<file path="src/rtl/data_deplexer_en.sv">
// Lane de-plexer: gathers one-hot-tagged lane words into a full 2**SEL-lane frame
// and offers the completed frame downstream with a valid/ready handshake.
module data_deplexer_en #(
  parameter int INPUT_WIDTH = 4,
  parameter int SEL         = 1
) (
  input  logic                                clk,
  input  logic                                rst_n,
  input  logic                                clear,
  input  logic [INPUT_WIDTH-1:0]              data_in,
  input  logic [(1<<SEL)-1:0]                 data_en,
  input  logic                                in_valid,
  output logic                                in_ready,
  output logic [INPUT_WIDTH*(1<<SEL)-1:0]     data_out,
  output logic [(1<<SEL)-1:0]                 lane_mask,
  output logic                                out_valid,
  input  logic                                out_ready,
  output logic                                err_tag,
  output logic                                err_dup
);

  localparam int N = 1 << SEL;
  localparam int W = INPUT_WIDTH;

  typedef enum logic [0:0] {
    COLLECT = 1'b0,
    HOLD    = 1'b1
  } state_e;

  // Handshakes: a beat moves when in_valid & in_ready; a frame moves when
  // out_valid & out_ready. Neither ready depends on the matching valid.
  state_e         state_q, state_d;
  logic [W*N-1:0] data_q, data_d;
  logic [N-1:0]   mask_q, mask_d;
  logic           err_tag_q, err_tag_d;
  logic           err_dup_q, err_dup_d;

  logic           accept;
  logic           tag_ok;
  logic [N-1:0]   mask_next;

  assign accept    = in_valid && (state_q == COLLECT) && !clear;
  assign tag_ok    = $onehot(data_en);
  assign mask_next = mask_q | data_en;

  always_comb begin
    state_d   = state_q;
    data_d    = data_q;
    mask_d    = mask_q;
    err_tag_d = 1'b0;
    err_dup_d = 1'b0;

    if (clear) begin
      // Flush wins over everything, including a frame waiting in HOLD.
      state_d = COLLECT;
      mask_d  = '0;
    end else if (state_q == HOLD) begin
      if (out_ready) begin
        state_d = COLLECT;
        mask_d  = '0;
      end
    end else if (accept) begin
      if (!tag_ok) begin
        err_tag_d = 1'b1;
      end else begin
        for (int k = 0; k < N; k++) begin
          if (data_en[k]) begin
            data_d[k*W +: W] = data_in;
          end
        end
        err_dup_d = |(mask_q & data_en);
        mask_d    = mask_next;
        if (mask_next == {N{1'b1}}) begin
          state_d = HOLD;
        end
      end
    end
  end

  always_ff @(posedge clk or negedge rst_n) begin
    if (!rst_n) begin
      state_q   <= COLLECT;
      data_q    <= '0;
      mask_q    <= '0;
      err_tag_q <= 1'b0;
      err_dup_q <= 1'b0;
    end else begin
      state_q   <= state_d;
      data_q    <= data_d;
      mask_q    <= mask_d;
      err_tag_q <= err_tag_d;
      err_dup_q <= err_dup_d;
    end
  end

  assign in_ready  = (state_q == COLLECT);
  assign out_valid = (state_q == HOLD);
  assign data_out  = data_q;
  assign lane_mask = mask_q;
  assign err_tag   = err_tag_q;
  assign err_dup   = err_dup_q;

endmodule

</file>
<file path="config.mk">
export PLATFORM = sky130hd
export DESIGN_NAME = data_deplexer_en
export DESIGN_NICKNAME = d
export VERILOG_FILES = /design/src/rtl/data_deplexer_en.sv
export SDC_FILE = /design/constraint.sdc
export NUM_CORES = 1
export LEC_CHECK = 0
export CAP_MARGIN = 20
export CORE_UTILIZATION = 29
export CTS_BUF_LIST = sky130_fd_sc_hd__clkbuf_2 sky130_fd_sc_hd__clkbuf_4 sky130_fd_sc_hd__clkbuf_8
export CTS_CLUSTER_SIZE = 10
export DETAILED_ROUTE_END_ITERATION = 10
export GPL_TIMING_DRIVEN = 1
export PLACE_DENSITY = 0.71
export SLEW_MARGIN = 20
export SYNTH_ARGS = -nofsm -noshare
export SYNTH_HDL_FRONTEND = slang
export SYNTH_SLANG_ARGS = --single-unit
export TNS_END_PERCENT = 50
</file>
<file path="constraint.sdc">
create_clock -name clk -period 1.3 [get_ports clk]
set_clock_uncertainty 0.05 [all_clocks]
set_input_delay 0.195 -clock clk [delete_from_list [all_inputs] [get_ports clk]]
set_output_delay 0.195 -clock clk [all_outputs]
set_load 0.01 [all_outputs]
</file>
# Yosys cells after proc, flatten, opt, wreduce, memory -nomap -nowiden
# Index checks and enable logic that the tools add are counted.
classes:
  add_sub_neg: 1
  n_mul: 0
  div: 0
  magnitude_cmp: 0
  eq_ne: 3
  shift: 0
  n_mux: 19
  bitwise_logic: 4
  n_reduce_logical: 9
ops:
  columns: ["cell", "count"]
  rows:
  - ["2-to-1 mux 1 bit", 14]
  - ["2-to-1 mux 2 bit", 5]
  - ["AND reduction 5 bit", 2]
  - ["nonzero test 3 bit", 2]
  - ["!= test 3 bit (second input constant)", 1]
  - ["AND reduction 3 bit", 1]
  - ["adder 1 x 1 -> 2 bit", 1]
  - ["AND 2 bit", 1]
  - ["== test 2 x 1 -> 1 bit (second input constant)", 1]
  - ["== test 2 bit (second input constant)", 1]
  - ["logical AND 1 bit", 2]
  - ["NOT 1 bit", 2]
  - ["OR 2 bit", 1]
  - ["OR reduction 2 bit", 1]
  - ["logical NOT 1 bit", 1]
word_totals:
  reg_bits: 13
  latchBits: 0
  ramBits: 0
  romBits: 0
  input_bits: 11
  output_inout_bits: 14
  mem_count: 0

# Longest topological paths before layout
logic_depth:
  word_depth: 7
  ltp_mapped: 3
  ltp_nobuf: 3

# Worst setup path after synthesis
# Ideal clock, no wire load.
synth_path:
  path_type: "reg2reg"
  from: "register state_q, in the netlist out_valid"
  to: "register data_q[0], in the netlist data_out[0]"
  setup_time_ns: 0.125
  t_arrival_ns: 1.041
  slack_ns: 0.084
  path_stages_with_launch: 4
  synth_period_minus_slack_ns: 1.216
  cell_sequence: "dfrtp_1 -> nor3b_2 -> nand2_1 -> mux2_2"
synth_via:
  elab_chain_cells: 4
synth_lines:
  columns: ["element", "line_no", "source"]
  rows:
  - ["start: declaration", "32", "state_e state_q, state_d;"]
  - ["start signal: assignment", "88", "state_q <= state_d;"]
  - ["NOT 1 bit (no source line) (*)", null, null]
  - ["logical AND 1 bit (2 in a row)", "42", "assign accept = in_valid && (state_q == COLLECT) && !clear;"]
  - ["AND reduction 5 bit (no source line) (*)", null, null]
  - ["end signal: assignment", "89", "data_q <= data_d;"]
  - ["end: declaration", "33", "logic [W*N-1:0] data_q, data_d;"]
# Every way passes the cells marked *; elsewhere a longest branch is shown, timed or not.
# A chain may end at the register's enable or synchronous reset.

# Worst setup path in the final report
layout_path:
  from: "register state_q, in the netlist out_valid"
  to: "register data_q[4], in the netlist data_out[4]"
# The elaborated chain is that of the path after synthesis.

==> run summary <==
The count of placed standard cells in the final layout, fillers left out came out at 98. The run gives 0 as the number of max-slew violations in the final report. In the layout the commonest cells are 13 x dlygate4sd2_1, 12 x dfrtp_1, 10 x clkdlybuf4s50_1, 8 x mux2_2, 5 x buf_4.

The sequential cells in the finished layout cover a total of 326.6 um^2. The biggest area contributor in the post-synthesis netlist is dfrtp_1. Counting tap cells, the placed design contains a total of 93 instances. The logs give 0.496 for the sequential fraction of design power and 0.7306 mW for the internal power summed over all cells. Across all register-to-register paths, the minimum setup slack is 0.02 ns. For the pin with the worst max-slew slack, the measured transition is 0.2530 ns. The distinct cell type count of the synthesized netlist is 14. TritonCTS built the clock tree. The cell with the largest stage delay on the worst path was dfrtp_2. The remaining max-slew budget at the tightest pin is 0.8308, and the vias per cell is 4.398. The maximum clock path buffer count was 2; the clock edge transition at the registers on the reported setup and hold paths was 0.09 ns.

After synthesis the netlist holds a flip-flop and latch count of 13. The clock net in this run drives a total of 13 sinks. The total area of multi-input combinational cells was 216.5 um^2. The layout overhead on the synthesized area was 61.36%; the net count reported at finish was 85. The initial standard-cell utilization of the core is 0.3094, and the final non-filler cell area is 862.1 um^2.

In this run the remaining antenna-violating nets after routing total 0. The worst setup path is of the reg -> reg kind. Based on the critical path, the design can be clocked at up to 783.0 MHz. Part of the total power dissipated in the clock network: 0.248. The overall die height was 44.92 um; the data arrival time of the worst path was 1.38 ns.

The analysis attributes to cell leakage a power of 0.4067 nW. For the H-tree depth, the log shows 1. For the sequential fraction of the synthesis area, the log shows 0.6089. For the count of vias placed by the detailed router, the log shows 431.

Sorting the synthesized cells by area gives the leading types as dfrtp_1 61%, mux2_2 17%, a21boi_0 2.8%. The logs give 2 for the number of iterations in the first detailed-routing pass and 15 for the count of standard-cell rows. The tools report the total congestion overflow after global routing as 0. For this design the top-level I/O count stands at 25. The yosys synthesis warning count was 0.

The final layout contains routed wiring with a total length of 1186 um. The run gives 835.8 um^2 as the area of placed instances. The run finished with clean final reports. The run gives 0.1320 as the all-layer global routing usage. The layout cell share with drive strength beyond 1 came out at 0.3288. The cell area that synthesis handed to floorplanning was 534.3 um^2. Worst hold-check path type: in -> async.

For the wire length of the first global-routing pass, the log shows 1835 um. The die covers 0.002018 mm^2. When the netlist entered floorplanning its net count stood at 51. The average detailed-routed wire length per instance came out at 12.10 um. The required arrival time at the worst endpoint was 1.41 ns; the switching portion of total power was 0.2659. Each instance of the synthesized netlist takes up on average 13.36 um^2. After clock tree synthesis, the flow added hold-fix buffers numbering 0.

The repair_antennas step left the layout with diodes totalling 0. The run gives 0 as the initial antenna violation count. The placeable core region is 0.001727 mm^2, and the number of hold violations in the final report is 0. The cell count after synthesis is 40. The total setup violations reported at the end of the flow is 0. TritonCTS created 3 clock buffers. Across the VDD grid, the largest voltage drop is 603.8 uV. Once detailed placement completed, the half-perimeter wirelength came to 905.8 um.

The top cell type's share of synthesized area is 0.6089. The kind of end point of the critical path was a flop. The maximum single-stage delay on the critical path was 0.46 ns; the number of DRC markers after the initial detailed-route iteration was 5. Most common cell after layout, fill and taps aside: dlygate4sd2_1.

The net switching power of the design came out at 0.2647 mW. The count of buffers added on input and output ports is 24. The period utilization was 0.9824; the width of the die was 44.92 um.

Walking the worst path, the cells encountered are nor3b_4 -> nand2_2 -> mux2_2. Setup repair after global routing could not meet its margin everywhere. For this design the ratio of total power to cell area is 1155 mW/mm^2. Number of filler instances in the final layout: 170. The worst setup path is launched from a flop. Along the worst path, the maximum fanout reaches 6. The minimum clock period is 1.277 ns. The tools report the via count of the first global-routing pass as 434. The logs give 0.4993 for the final core utilization and 0.8308 for the global placer's final weighted congestion. After detailed routing, the number of remaining DRC violations is 0. The run gives 0.255 as the combinational group share of total power. The tools report the largest net degree at the start of global routing as 14. The max-cap violation count came out at 0. The root buffer cell is clkbuf_4. The later pin in the worst-skew pair is clocked with a latency of 0.27 ns.
==> final timing paths <==
check	start	to	cells after the start
min in group clk	data_out[4]	data_out[4]	1
worst min register to register	data_out[4]	data_out[4]	1
max in group asynchronous	rst_n	out_valid	2
worst max register to register	out_valid	data_out[4]	3
worst max-delay path	out_valid	data_out[4]	3
worst min-delay path	rst_n	lane_mask[0]	2
==> cells by family (layout without fill, tap and decap cells) <==
kind of cell / count (synthesis) / in the layout / synth area share
AO/OA/AOI/OAI: 7 / 7 / 0.09132
buffers and inverters: 1 / 34 / 0.007019
AND/OR/NAND/NOR: 11 / 11 / 0.1241
flip-flops: 13 / 13 / 0.6089
multiplexers: 8 / 8 / 0.1686
==> power by group through the flow <==
| stage | clock [mW] | sequential, mW | combinational (mW) |
|---|---|---|---|
| 3_3_place_gp | 0 | 0.507 | 0.288 |
| 2_1_floorplan | 0 | 0.535 | 0.0733 |
| 6_report | 0.247 | 0.494 | 0.254 |
| 4_1_cts | 0.254 | 0.495 | 0.253 |
| 5_1_grt | 0.275 | 0.502 | 0.276 |
| 3_5_place_dp | 0 | 0.506 | 0.294 |
==> synthesized netlist by cell type <==
| master | count |
|---|---|
| nand2_1 | 2 |
| nor2_1 | 3 |
| o32ai_1 | 1 |
| inv_1 | 1 |
| mux2_2 | 8 |
| a21oi_1 | 2 |
| nand2b_1 | 1 |
| and2b_2 | 1 |
| dfrtp_1 | 13 |
| nor3b_2 | 1 |
| a21boi_0 | 2 |
| and2b_1 | 2 |
| a22oi_1 | 2 |
| nor3_1 | 1 |
==> state kept, by name, summed over array words and instances, names as in the netlist <==
signal	flops
out_valid	1
lane_mask	2
err_tag	1
err_dup	1
data_out	8
==> what timing repair did <==
action                                  4_1_cts  5_1_grt
pin swaps                                     0        1
endpoints found under the setup margin       20       10
setup buffers                                 1        0
resized for setup                            16        6
==> metal layers <==
metal,track usage,up-vias,routed length [um]
met2,0.2261,14,586
met4,0.09091,0,19
met1,0.1472,206,536
met3,0.02400,2,43
met5,0,-,0
li1,-,209,-
==> final cells by class <==
class,count,area share
well taps,25,0.03628
multi-input cells,26,0.2511
inverters,1,0.004354
clock inverters,1,0.005806
flip-flops and latches,13,0.3788
clock buffers,3,0.02612
repair buffers,29,0.2975
==> metrics by stage <==
| stage | hold slack [ns] | total power [mW] | setup TNS (ns) | setup WS, ns |
|---|---|---|---|---|
| detailed placement | 0.4469 | 0.7999 | -2.481 | -0.2677 |
| finish | 0.1593 | 0.9953 | 0 | 0.02290 |
| global placement | 0.4392 | 0.7947 | -2.365 | -0.2646 |
| CTS | 0.1700 | 1.002 | -0.1030 | -0.02770 |
| global route | 0.1764 | 1.053 | -0.1657 | -0.04049 |
| floorplan | -0.1506 | 0.6081 | 0 | 0.08403 |
==> worst max-delay path, delay by kind of cell, from the launching register on <==
family,cells,cell delay [ns]
mux,1,0.29
flops,1,0.46
simple gates,2,0.36
(Power assumes the default switching activity.)
